### config.mk
export PLATFORM = sky130hd
export DESIGN_NAME = fb_blit_sched
export DESIGN_NICKNAME = d
export VERILOG_FILES = /design/src/rtl/fb_pkg.sv /design/src/rtl/fb_blit_addr_gen.sv /design/src/rtl/fb_blit_sched.sv
export SDC_FILE = /design/constraint.sdc
export NUM_CORES = 1
export LEC_CHECK = 0
export ABC_CLOCK_PERIOD_IN_PS = 6700
export BUFFER_PORTS_ARGS = -buffer_cell sky130_fd_sc_hd__buf_2
export CORE_MARGIN = 2
export CORE_UTILIZATION = 53
export DETAILED_ROUTE_END_ITERATION = 8
export GPL_ROUTABILITY_DRIVEN = 0
export PLACE_DENSITY_LB_ADDON = 0.12
export SETUP_SLACK_MARGIN = 0.3
export SLEW_MARGIN = 15
export SYNTH_ARGS = -nofsm -noshare
export SYNTH_HDL_FRONTEND = slang
export SYNTH_HIERARCHICAL = 1
export SYNTH_SLANG_ARGS = --single-unit
### constraint.sdc
create_clock -name Clk -period 6.7 [get_ports Clk]
set_clock_uncertainty 0.2 [all_clocks]
set_input_delay 1.005 -clock Clk [delete_from_list [all_inputs] [get_ports Clk]]
set_output_delay 1.005 -clock Clk [all_outputs]
set_load 0.03 [all_outputs]
### src/rtl/fb_pkg.sv
// Shared constants, widths and FSM state type for the frame-buffer blit scheduler.
package fb_pkg;

    localparam int FB_W     = 208;
    localparam int FB_H     = 84;
    localparam int FB_DEPTH = FB_W * FB_H;

    localparam int FB_AW  = 15;
    localparam int PIX_W  = 5;
    localparam int ROM_AW = 16;

    typedef enum logic [2:0] {
        IDLE,
        CLEAR,
        BLIT,
        DRAIN,
        DONE
    } fb_blit_state_t;

    // Start-of-row frame offset; constant-width multiply reduces to a few adders.
    function automatic logic [FB_AW-1:0] row_offset(input logic [6:0] row,
                                                    input int unsigned width);
        logic [31:0] prod;
        prod = 32'(row) * 32'(width);
        return prod[FB_AW-1:0];
    endfunction

endpackage

### src/rtl/fb_blit_addr_gen.sv
// Pixel walker for fb_blit_sched: i/j counters, incremental ROM/frame row bases,
// last-pixel flag and clear counter. Out-of-frame clip flag when FB_BLIT_CLIP_EN is defined.
module fb_blit_addr_gen #(
    parameter int FB_W = fb_pkg::FB_W,
    parameter int FB_H = fb_pkg::FB_H
) (
    input  logic                      Clk,
    input  logic                      Reset,
    input  logic                      load,
    input  logic                      step,
    input  logic                      clr_step,
    input  logic [7:0]                x,
    input  logic [6:0]                y,
    input  logic [5:0]                w,
    input  logic [5:0]                h,
    input  logic [fb_pkg::ROM_AW-1:0] src_base,
    output logic [fb_pkg::ROM_AW-1:0] rom_addr,
    output logic [fb_pkg::FB_AW-1:0]  fb_addr,
    output logic [fb_pkg::FB_AW-1:0]  clr_addr,
    output logic                      last,
    output logic                      clr_last,
    output logic                      clip
);
    import fb_pkg::*;

    localparam logic [FB_AW-1:0] CLR_LAST_ADDR = FB_AW'(FB_W * FB_H - 1);
    localparam logic [FB_AW-1:0] ROW_STEP      = FB_AW'(FB_W);

    logic [7:0]        x_reg;
    logic [6:0]        y_reg;
    logic [5:0]        w_reg;
    logic [5:0]        h_reg;
    logic [5:0]        i_reg;
    logic [5:0]        j_reg;
    logic [ROM_AW-1:0] rom_row_reg;
    logic [FB_AW-1:0]  fb_row_reg;
    logic [FB_AW-1:0]  clr_addr_reg;
    logic              row_end;

    assign row_end = (i_reg == w_reg - 6'd1);

    always_ff @(posedge Clk) begin
        if (Reset) begin
            x_reg        <= '0;
            y_reg        <= '0;
            w_reg        <= '0;
            h_reg        <= '0;
            i_reg        <= '0;
            j_reg        <= '0;
            rom_row_reg  <= '0;
            fb_row_reg   <= '0;
            clr_addr_reg <= '0;
        end else if (load) begin
            x_reg        <= x;
            y_reg        <= y;
            w_reg        <= w;
            h_reg        <= h;
            i_reg        <= '0;
            j_reg        <= '0;
            rom_row_reg  <= src_base;
            fb_row_reg   <= row_offset(y, FB_W);
            clr_addr_reg <= '0;
        end else begin
            if (step) begin
                // Row wrap: both bases advance by one row instead of multiplying j.
                if (row_end) begin
                    i_reg       <= '0;
                    j_reg       <= j_reg + 6'd1;
                    rom_row_reg <= rom_row_reg + ROM_AW'(w_reg);
                    fb_row_reg  <= fb_row_reg + ROW_STEP;
                end else begin
                    i_reg <= i_reg + 6'd1;
                end
            end
            if (clr_step) begin
                clr_addr_reg <= clr_addr_reg + 15'd1;
            end
        end
    end

    logic [8:0] col;
    logic [7:0] row;

    assign col      = {1'b0, x_reg} + {3'b000, i_reg};
    assign row      = {1'b0, y_reg} + {2'b00, j_reg};
    assign rom_addr = rom_row_reg + ROM_AW'(i_reg);
    assign fb_addr  = fb_row_reg + FB_AW'(x_reg) + FB_AW'(i_reg);
    assign clr_addr = clr_addr_reg;
    assign last     = row_end && (j_reg == h_reg - 6'd1);
    assign clr_last = (clr_addr_reg == CLR_LAST_ADDR);

`ifdef FB_BLIT_CLIP_EN
    assign clip = (32'(col) >= FB_W) || (32'(row) >= FB_H);
`else
    assign clip = 1'b0;
`endif

endmodule

### src/rtl/fb_blit_sched.sv
// Frame-buffer write sequencer: full clears and sprite blits become single-pixel writes.
// Optional FB_BLIT_CLIP_EN suppresses writes that fall outside the frame.
module fb_blit_sched #(
    parameter int         FB_W      = fb_pkg::FB_W,
    parameter int         FB_H      = fb_pkg::FB_H,
    parameter logic [4:0] CLEAR_IDX = 5'd8
) (
    input  logic                      Clk,
    input  logic                      Reset,
    input  logic                      req_valid,
    output logic                      req_ready,
    input  logic                      req_clear,
    input  logic [7:0]                req_x,
    input  logic [6:0]                req_y,
    input  logic [5:0]                req_w,
    input  logic [5:0]                req_h,
    input  logic [fb_pkg::ROM_AW-1:0] req_src_base,
    output logic [fb_pkg::ROM_AW-1:0] rom_addr,
    input  logic [fb_pkg::PIX_W-1:0]  rom_data,
    output logic                      fb_we,
    output logic [fb_pkg::FB_AW-1:0]  fb_write_address,
    output logic [fb_pkg::PIX_W-1:0]  fb_data_In,
    output logic                      busy,
    output logic                      done
);
    import fb_pkg::*;

    fb_blit_state_t state_reg;
    fb_blit_state_t state_next;

    logic              accept;
    logic              load;
    logic              step;
    logic              clr_step;
    logic [ROM_AW-1:0] gen_rom_addr;
    logic [FB_AW-1:0]  gen_fb_addr;
    logic [FB_AW-1:0]  gen_clr_addr;
    logic              gen_last;
    logic              gen_clr_last;
    logic              gen_clip;

    logic              wr_valid_reg;
    logic              wr_clip_reg;
    logic [FB_AW-1:0]  wr_addr_reg;

    assign accept = req_valid && req_ready;

    fb_blit_addr_gen #(
        .FB_W (FB_W),
        .FB_H (FB_H)
    ) u_addr_gen (
        .Clk      (Clk),
        .Reset    (Reset),
        .load     (load),
        .step     (step),
        .clr_step (clr_step),
        .x        (req_x),
        .y        (req_y),
        .w        (req_w),
        .h        (req_h),
        .src_base (req_src_base),
        .rom_addr (gen_rom_addr),
        .fb_addr  (gen_fb_addr),
        .clr_addr (gen_clr_addr),
        .last     (gen_last),
        .clr_last (gen_clr_last),
        .clip     (gen_clip)
    );

    always_ff @(posedge Clk) begin
        if (Reset) begin
            state_reg <= IDLE;
        end else begin
            state_reg <= state_next;
        end
    end

    always_comb begin
        state_next = state_reg;
        load       = 1'b0;
        step       = 1'b0;
        clr_step   = 1'b0;
        case (state_reg)
            IDLE: begin
                if (accept) begin
                    load = 1'b1;
                    if (req_clear) begin
                        state_next = CLEAR;
                    end else if (req_w == 6'd0 || req_h == 6'd0) begin
                        state_next = DONE;
                    end else begin
                        state_next = BLIT;
                    end
                end
            end
            CLEAR: begin
                clr_step = 1'b1;
                if (gen_clr_last) begin
                    state_next = DONE;
                end
            end
            BLIT: begin
                step = 1'b1;
                if (gen_last) begin
                    state_next = DRAIN;
                end
            end
            DRAIN:   state_next = DONE;
            DONE:    state_next = IDLE;
            default: state_next = IDLE;
        endcase
    end

    // One-stage write pipeline: ROM data arrives the cycle after its address.
    always_ff @(posedge Clk) begin
        if (Reset) begin
            wr_valid_reg <= 1'b0;
            wr_clip_reg  <= 1'b0;
            wr_addr_reg  <= '0;
        end else begin
            wr_valid_reg <= (state_reg == BLIT);
            wr_clip_reg  <= gen_clip;
            wr_addr_reg  <= gen_fb_addr;
        end
    end

    always_comb begin
        fb_we            = 1'b0;
        fb_write_address = wr_addr_reg;
        fb_data_In       = '0;
        if (state_reg == CLEAR) begin
            fb_we            = 1'b1;
            fb_write_address = gen_clr_addr;
            fb_data_In       = CLEAR_IDX;
        end else if (wr_valid_reg) begin
            // Index 0 is transparent and never written.
            fb_we      = (rom_data != '0) && !wr_clip_reg;
            fb_data_In = rom_data;
        end
    end

    assign req_ready = (state_reg == IDLE) && !Reset;
    assign busy      = (state_reg != IDLE);
    assign done      = (state_reg == DONE);
    assign rom_addr  = (state_reg == BLIT) ? gen_rom_addr : '0;

endmodule

==> impl_metrics.yaml, run 1 <==
pwr:
  power_switching_uw: 430
  cellLeakagePower_nw: 3.27
  p_clk_share_pct: 39.5
  power.density_nw_per_um2: 210
  swShare_pct: 28.1
  share_comb_of_total_power_pct: 19.6
  intPower_mw: 1.10
  seqPwrFrac_pct: 40.9
  worst_ir_drop_vdd_v: 0.000125
synthesis:
  netlist_instances: 736
  synth_warnings: 6
  synth_seq_cells: 94
  synth_area_per_cell_um2: 8.71
  netlist_area_um2: 6410
  async_reset_ff_share_pct: 0
  yosys-top-cells-area: "dfxtp_1, ha_1, xor2_1"
  synthTopCellsByCount: "dfxtp_1, nor2_1, ha_1"
  ys_types: 68
  synth-edff-count: 0
  synth_top_cell_by_area: "dfxtp_1"
  syn_nets: 847
  synth_top_area_share_pct: 29.3
  ys_seq_area_share_pct: 29.3
  synth_flop_cell: "dfxtp_1"
  synth.most_common_cell: "dfxtp_1"
global_route:
  antenna_found_initial: 0
  grt_max_degree: 64
  grt.total_usage_pct: 23.6
  grt_pass1_wl_um: 24700
  grt-ovfl-total: 0
  first_global_vias: 5116
floorplanning:
  floorplan.die_area_um2: 13000
  num_rows: 40
  core_um2: 11900
  fp.dieH_um: 114
  num_io_pins: 92
  die_x_um: 114
  start_util_pct: 53.8
cells_and_area:
  drive_above_1_share_pct: 17.5
  stdcell_area_um2: 7270
  largest_reg_flops: 16
  areaGrowthSynthToFinish_pct: 13.4
  num_antenna_cells: 0
  fin_nets: 921
  fill_cells: 1057
setup_path:
  worstPathRequired_ns: 5.49
  path_max_fanout: 7
  arrival_ns: 3.00
  timing_worst_setup_path_type: "register to output pin"
  cp-end-kind: "output pin"
  startpoint_type: "register"
drt:
  dr_total_vias: 5426
  drc: 0
  initialDrtViolationCount: 356
  dr.pass1.iters: 5
  vias_per_cell: 5.64
  ant_nets: 0
  drt-wirelength-per-cell_um: 15.7
  drt_wl_total_um: 15100
clocking:
  cts-htree-levels: 3
  cts.hold.buffers_added: 0
  post_cts_buffers: 0
  cts_sinks: 94
  ctsRootBufferMaster: "clkbuf_16"
  clk_pin_slew_ns: 0.07
  cts_resized: 0
  cts_tree: "built"
  cts_buffers: 9
  cts_buffer_depth: 2
  clock_latency_ns: 0.34
sta:
  period_share_pct: 62.7
  finalMaxSlewViolations: 0
  finalSetupTns_ns: 0
  period_minus_slack_ns: 4.20
  setup_violations: 0
  worstMarginPinSlew_ns: 0.939
  fmax_mhz: 238
  maxSlewHeadroom_pct: 37.2
  rsz0062_at_grt: "no"
  hold_violations: 0
  hold_slack_ns: 0.307
placed_design:
  placed_area_um2: 6920
  port_buffers: 91
  dp_hpwl_um: 11100
worst_hold_path:
  min_path_type: "register to register"
run_status:
  status: "complete, no violations"
job:
  drv_cap: 0
-- cells in the final DEF, fill, tap and decap left out, types with 4 or more instances in the layout --
cell type,count
o21bai_1,4
nor3_1,14
nand4_1,21
nand2_1,44
and3_2,4
xnor2_1,33
or3_1,6
nor4_1,4
a21o_1,7
dfxtp_1,94
nand2b_1,7
inv_1,44
nor3b_1,4
a21oi_1,26
o21a_1,9
a311oi_1,7
mux2_2,7
mux2i_1,23
buf_2,91
mux2_4,10
clkbuf_16,9
o211ai_1,5
and2_1,22
a21boi_0,4
a211oi_1,14
ha_1,50
xor2_1,40
nand3_1,14
o21ai_0,18
and3_1,9
fa_1,9
nor2_1,77
nor2b_1,23
-- layer usage --
metal  GRT usage, %  vias up  share of wire, %  routed length (um)
met3           2.71       13               4.6                 696
met2           37.5      162                45                6840
met1           33.2     2531                49                7410
met5              0        -                 0                   0
met4           8.86        0               1.2                 182
li1               -     2720                 -                   -
-- worst max-delay path: stages (launching register included) --
cell and delay (ns):
dfxtp_1 0.48, ha_1 0.22, inv_1 0.05, fa_1 0.39, nor2b_1 0.12, o21ai_0 0.12
a21boi_0 0.25, o21ai_0 0.26, a21oi_1 0.24, xor2_1 0.17, and2_1 0.14, buf_2 0.20
-- power groups by stage --
stage	combinational, mW	sequential [mW]	clock, mW
global placement	0.290	0.634	0
CTS	0.301	0.623	0.613
finish	0.300	0.624	0.603
floorplan	0.235	0.622	0
detailed placement	0.298	0.636	0
global route	0.335	0.628	0.639
-- area by class of cell --
class                   instances  area, um2  area share (%)
inverters                      45        174            2.39
clock buffers                  10        239            3.29
multi-input cells             567       4210            57.8
clock inverters                 6        116            1.60
repair buffers                 93        470            6.47
well taps                     147        184            2.53
flip-flops and latches         94       1880            25.9
-- cells by family (layout without fill, tap and decap cells) --
| family | Yosys count | in the layout | share of synthesized area, % |
|---|---|---|---|
| simple gates | 271 | 271 | 22.3 |
| flops | 94 | 94 | 29.3 |
| fa+ha+maj | 59 | 59 | 12.6 |
| xor+xnor | 73 | 73 | 9.97 |
| mux | 40 | 40 | 7.16 |
| buf+inv | 75 | 154 | 5.09 |
| compound gates | 123 | 123 | 13.5 |
| other cells | 1 | 1 | 0.0585 |
-- stage by stage --
stage | setup WS (ns) | util [%] | power [mW] | cells
floorplan | 3.24 | - | 0.857 | 736
global placement | 2.68 | 58.1 | 0.924 | 946
detailed placement | 2.58 | 58.1 | 0.934 | 946
CTS | 2.49 | 61.0 | 1.54 | 962
global route | 2.16 | 61.0 | 1.60 | 962
finish | 2.50 | 61.0 | 1.53 | 962
-- final timing paths --
path	startpoint	to	slack, ns	depth (start not counted)
max	u_addr_gen/i_reg[0]	rom_addr[14]	2.50	11
min	u_addr_gen/rom_row_reg[3]	u_addr_gen/rom_row_reg[3]	0.31	2
max reg2reg	state_reg[1]	u_addr_gen/rom_row_reg[8]	2.86	6
min reg2reg	u_addr_gen/rom_row_reg[3]	u_addr_gen/rom_row_reg[3]	0.31	2
Note: power is estimated with default switching activity, not from simulation.
==> run 2: changes to the inputs <==
--- a/config.mk
+++ b/config.mk
@@ -5,7 +5,8 @@
 export SDC_FILE = /design/constraint.sdc
 export NUM_CORES = 1
 export LEC_CHECK = 0
-export ABC_CLOCK_PERIOD_IN_PS = 6700
+export ABC_AREA = 1
+export ABC_CLOCK_PERIOD_IN_PS = 4400
 export BUFFER_PORTS_ARGS = -buffer_cell sky130_fd_sc_hd__buf_2
 export CORE_MARGIN = 2
 export CORE_UTILIZATION = 53
==> constraint.sdc (replaced) <==
create_clock -name Clk -period 4.4 [get_ports Clk]
set_clock_uncertainty 0.2 [all_clocks]
set_input_delay 0.66 -clock Clk [delete_from_list [all_inputs] [get_ports Clk]]
set_output_delay 0.66 -clock Clk [all_outputs]
set_load 0.03 [all_outputs]
==> impl_metrics.yaml, run 2 <==
synthesis:
  synth_compound_area_share_pct: 10.7
  ys_seq_area_share_pct: 27.3
  synth-edff-count: 0
  yosys-top-cells-area: "dfxtp_1, nand2_1, ha_1"
  synth_top_cell_by_area: "dfxtp_1"
  synth_warnings: 6
  netlist_area_um2: 6910
  synth.most_common_cell: "nand2_1"
  synth_top_family_by_area: "simple AND/OR/NAND/NOR gates"
  synth-adder-area-share_pct: 11.7
  synth_seq_cells: 94
  syn_nets: 1183
  async_reset_ff_share_pct: 0
  netlist_instances: 1072
  synthMuxAreaShare_pct: 0
  ys_types: 40
  synth_top_area_share_pct: 27.3
  synth_flop_cell: "dfxtp_1"
  yosys.area_share.simple_pct: 32.8
  synthXorXnorAreaFrac_pct: 6.34
  synthTopCellsByCount: "nand2_1, inv_1, nor2_1"
  synth_area_per_cell_um2: 6.44
clocking:
  cts-htree-levels: 3
  cts_buffer_depth: 2
  cts_sinks: 94
  cts_resized: 0
  post_cts_buffers: 0
  clk_pin_slew_ns: 0.07
  ctsRootBufferMaster: "clkbuf_16"
  clock_latency_ns: 0.35
  cts_buffers: 9
  cts_tree: "built"
  cts.hold.buffers_added: 0
cells_and_area:
  num_antenna_cells: 0
  final_cells: 1324
  final_util_pct: 61.1
  drive_above_1_share_pct: 12.1
  layout_common_cells: "nand2_1, inv_1, nor2_1, dfxtp_1, buf_2"
  fin_nets: 1258
  areaGrowthSynthToFinish_pct: 12.0
  largest_reg_flops: 16
  final_common_cell: "nand2_1"
sta:
  worst_slack_ns: 0.825
  finalMaxSlewViolations: 0
  finalSetupTns_ns: 0
  maxSlewHeadroom_pct: 42.7
  rsz0062_at_grt: "no"
  period_minus_slack_ns: 3.57
  hold_violations: 0
  setup_violations: 0
  fmax_mhz: 280
  worstMarginPinSlew_ns: 0.859
  period_share_pct: 81.2
placed_design:
  dp_hpwl_um: 12200
  port_buffers: 91
  pre_cts_ws_ns: 1.24
  placedCellCount: 1308
pwr:
  power_mw: 3.21
  power.density_nw_per_um2: 414
  worst_ir_drop_vdd_v: 0.000256
  cellLeakagePower_nw: 3.78
setup_path:
  arrival_ns: 2.71
  path_cells: "ha_1 > inv_1 > fa_1 > o21ai_0 > nand2_1 > nand2_1 > a21oi_1 > nor2_1 > nand2_1 > xor2_1 > inv_1 > nor2_1 > buf_2"
  cp_top_family: "adder cells"
  timing_worst_setup_path_type: "register to output pin"
  worstPathRequired_ns: 3.54
  critPathLaunch: "u_addr_gen/i_reg[0]"
  r2r_start: "u_addr_gen/i_reg[4]"
  critPathSlowestCell: "dfxtp_1"
  startpoint_type: "register"
  critical-path-max-stage-delay_ns: 0.41
  crit_buf_inv: 3
  path_common_cell: "nand2_1"
  path_max_fanout: 5
  cp-end-kind: "output pin"
job:
  drv_cap: 0
global_route:
  first_global_vias: 5982
  grt_max_degree: 46
  antenna_found_initial: 0
  grt-ovfl-total: 0
  grt_pass1_wl_um: 27700
  grt.total_usage_pct: 23.8
drt:
  drc: 0
  ant_nets: 0
  drt_wl_total_um: 16300
  dr_total_vias: 6591
  initialDrtViolationCount: 331
  dr.pass1.iters: 5
  vias_per_cell: 4.98
  drt-wirelength-per-cell_um: 12.3
worst_hold_path:
  min_path_type: "register to register"
  min_from: "u_addr_gen/j_reg[4]"
floorplanning:
  floorplan.die_area_um2: 14000
  start_util_pct: 54.5
  fp.dieH_um: 118
  num_rows: 41
  num_io_pins: 92
  die_x_um: 118
  core_um2: 12700
run_status:
  status: "complete, no violations"
==> run 2: path summary, 6_finish.rpt <==
| check | depth (start not counted) | to | slack, ns |
|---|---|---|---|
| max | 13 | rom_addr[12] | 0.83 |
| min | 2 | u_addr_gen/j_reg[4] | 0.28 |
| max reg2reg | 12 | wr_addr_reg[11] | 1.53 |
| min reg2reg | 2 | u_addr_gen/j_reg[4] | 0.28 |
==> run 2: worst min-delay path, stage by stage (launching register included) <==
cell	delay [ns]
dfxtp_1	0.32
nand2_1	0.06
a21oi_1	0.06
==> run 2: cell type report <==
cell class,count,area [um2]
Sequential cell,94,1880
Clock buffer,10,239
Clock inverter,6,51.3
Multi-Input combinational cell,788,4260
Tap cell,172,215
Timing Repair Buffer,97,500
Inverter,157,593
Fill cell,1269,4930
==> run 2: through the flow <==
stage | cell area, um2 | hold slack (ns)
detailed placement | 7450 | 0.264
floorplan | 6910 | 0.243
global placement | 7450 | 0.255
CTS | 7740 | 0.275
global route | 7740 | 0.299
finish | 7740 | 0.277
==> run 2: routing by layer <==
layer	wire length (um)	vias up	track usage, %
li1	-	3539	-
met1	8010	2905	32.4
met2	7470	134	39.5
met3	697	13	4.63
met4	162	0	4.74
met5	0	-	0
==> run 2: cell families after synthesis <==
group | after synthesis
simple gates | 536
buf+inv | 190
compound gates | 142
flops | 94
fa+ha+maj | 59
xor+xnor | 50
other cells | 1
==> run 2: where the power goes <==
| part | internal [mW] | total [mW] | switching (mW) |
|---|---|---|---|
| registers | 0.966 | 1.07 | 0.104 |
| clock network | 0.407 | 0.771 | 0.364 |
| logic | 0.450 | 1.36 | 0.915 |
| total | 1.82 | 3.21 | 1.38 |
==> run 3: changes to the inputs <==
--- a/config.mk
+++ b/config.mk
@@ -6,7 +6,7 @@
 export NUM_CORES = 1
 export LEC_CHECK = 0
 export ABC_AREA = 1
-export ABC_CLOCK_PERIOD_IN_PS = 4400
+export ABC_CLOCK_PERIOD_IN_PS = 3100
 export BUFFER_PORTS_ARGS = -buffer_cell sky130_fd_sc_hd__buf_2
 export CORE_MARGIN = 2
 export CORE_UTILIZATION = 53
==> constraint.sdc (replaced) <==
create_clock -name Clk -period 3.1 [get_ports Clk]
set_clock_uncertainty 0.2 [all_clocks]
set_input_delay 0.465 -clock Clk [delete_from_list [all_inputs] [get_ports Clk]]
set_output_delay 0.465 -clock Clk [all_outputs]
set_load 0.03 [all_outputs]
==> impl_metrics.yaml, run 3 (same netlist as run 2, synthesis figures left out) <==
sta:
  maxSlewHeadroom_pct: 53.5
  period_minus_slack_ns: 2.96
  rsz0062_at_grt: "yes"
  hold_violations: 0
  worstMarginPinSlew_ns: 0.696
  period_share_pct: 95.4
  setup_violations: 0
  hold_slack_ns: 0.152
  fmax_mhz: 338
  finalSetupTns_ns: 0
  finalMaxSlewViolations: 0
drt:
  ant_nets: 0
  dr_total_vias: 6664
  dr.pass1.iters: 5
  drt-wirelength-per-cell_um: 12.4
  vias_per_cell: 4.99
  drc: 0
  drt_wl_total_um: 16600
  initialDrtViolationCount: 348
placed_design:
  placedCellCount: 1314
  dp_hpwl_um: 12300
  port_buffers: 91
floorplanning:
  start_util_pct: 54.5
  core_um2: 12700
  fp.dieH_um: 118
  die_x_um: 118
  num_io_pins: 92
  floorplan.die_area_um2: 14000
  num_rows: 41
pwr:
  power_switching_mw: 1.99
  intPower_mw: 2.61
  seqPwrFrac_pct: 33.1
  power.density_nw_per_um2: 573
  cellLeakagePower_nw: 3.85
  worst_ir_drop_vdd_v: 0.000401
  share_comb_of_total_power_pct: 43.0
  swShare_pct: 43.2
  p_clk_share_pct: 23.9
global_route:
  first_global_vias: 5929
  antenna_found_initial: 0
  grt-ovfl-total: 0
  grt.total_usage_pct: 23.6
  grt_pass1_wl_um: 27400
  grt_max_degree: 55
cells_and_area:
  final_cells: 1335
  num_antenna_cells: 0
  layout_common_cells: "nand2_1, inv_1, nor2_1, dfxtp_1, nand3_1"
  fin_nets: 1269
  fill_cells: 1253
  areaGrowthSynthToFinish_pct: 16.2
  final_common_cell: "nand2_1"
  largest_reg_flops: 16
  drive_above_1_share_pct: 15.6
setup_path:
  r2r_start: "u_addr_gen/fb_row_reg[4]"
  reg2reg_to: "wr_addr_reg[13]"
  cp-end-kind: "output pin"
  worstPathRequired_ns: 2.43
  arrival_ns: 2.29
  critical-path-max-stage-delay_ns: 0.36
  timing_worst_setup_path_type: "register to output pin"
  path_max_fanout: 3
  ff2ff_path_depth: 12
  critPathSlowestCell: "dfxtp_2"
  path_cells: "ha_4 > inv_2 > fa_2 > o21ai_2 > nand2_1 > nand2_2 > a21oi_4 > nor2_2 > nand2_1 > xor2_1 > inv_1 > nor2_2 > buf_6"
  ff2ff_setup_slack_ns: 0.51
  critPathLaunch: "u_addr_gen/rom_row_reg[0]"
  startpoint_type: "register"
clocking:
  cts_buffer_depth: 2
  cts_buffers: 9
  clock_latency_ns: 0.36
  cts-htree-levels: 3
  ctsRootBufferMaster: "clkbuf_16"
  cts_sinks: 94
  cts_tree: "built"
  clk_pin_slew_ns: 0.07
worst_hold_path:
  min_from: "req_x[0]"
  min_path_type: "primary input to register"
  holdPathEnd: "u_addr_gen/x_reg[0]"
  hold_depth: 3
run_status:
  status: "complete, no violations"
job:
  drv_cap: 0
run 3: worst max path at each step:
| stage | cells after the start | endpoint | slack [ns] |
|---|---|---|---|
| finish | 13 | rom_addr[12] | 0.14 |
| global route | 13 | rom_addr[12] | -0.02 |
| floorplan | 12 | rom_addr[12] | 0.30 |
| global placement | 13 | u_addr_gen/fb_row_reg[11] | 0.17 |
| CTS | 13 | rom_addr[12] | 0.14 |
| detailed placement | 13 | u_addr_gen/fb_row_reg[11] | 0.11 |
run 3: timing repair:
item,CTS,global route
setup buffers,4,1
endpoints found under the hold margin,0,0
hold buffers,0,0
resized for setup,34,16
endpoints found under the setup margin,11,17
pin swaps,11,19
run 3: power groups by stage:
stage          registers [mW]  clock network (mW)  logic [mW]
5_1_grt                  1.54                1.16        2.22
6_report                 1.52                1.10        1.98
4_1_cts                  1.52                1.12        1.99
2_1_floorplan            1.50                   0        1.55
3_5_place_dp             1.54                   0        1.96
3_3_place_gp             1.53                   0        1.94
run 3: per-stage QoR:
step	utilization, %	worst slack [ns]	total power [mW]	instance area [um2]
2_1_floorplan	-	0.305	3.05	6920
3_3_place_gp	59.3	0.171	3.47	7510
3_5_place_dp	59.3	0.113	3.50	7510
4_1_cts	62.9	0.144	4.62	7970
5_1_grt	63.3	-0.0163	4.92	8020
6_report	63.3	0.143	4.60	8020
run 3: layout make-up:
cell class | count | area, um2 | area share [%]
Multi-Input combinational cell | 788 | 4390 | 54.7
Inverter | 157 | 593 | 7.39
Timing Repair Buffer | 108 | 646 | 8.05
Clock inverter | 6 | 52.6 | 0.655
Sequential cell | 94 | 1890 | 23.5
Clock buffer | 10 | 239 | 2.98
Tap cell | 172 | 215 | 2.68
run 3: metal layers:
| layer | GRT usage (%) | up-vias | wire (um) |
|---|---|---|---|
| li1 | - | 3555 | - |
| met3 | 4.87 | 11 | 784 |
| met1 | 31.8 | 2962 | 7950 |
| met5 | 0 | - | 0 |
| met2 | 39.0 | 136 | 7690 |
| met4 | 5.12 | 0 | 125 |
run 3: critical path, delay by kind of cell, from the launching register on:
family	cells	cell delay [ns]
and+or+nand+nor	5	0.48
adders and majority gates	2	0.47
DFF	1	0.36
buffers and inverters	3	0.24
AOI/OAI and AO/OA	2	0.23
xor gates and xnor gates	1	0.15
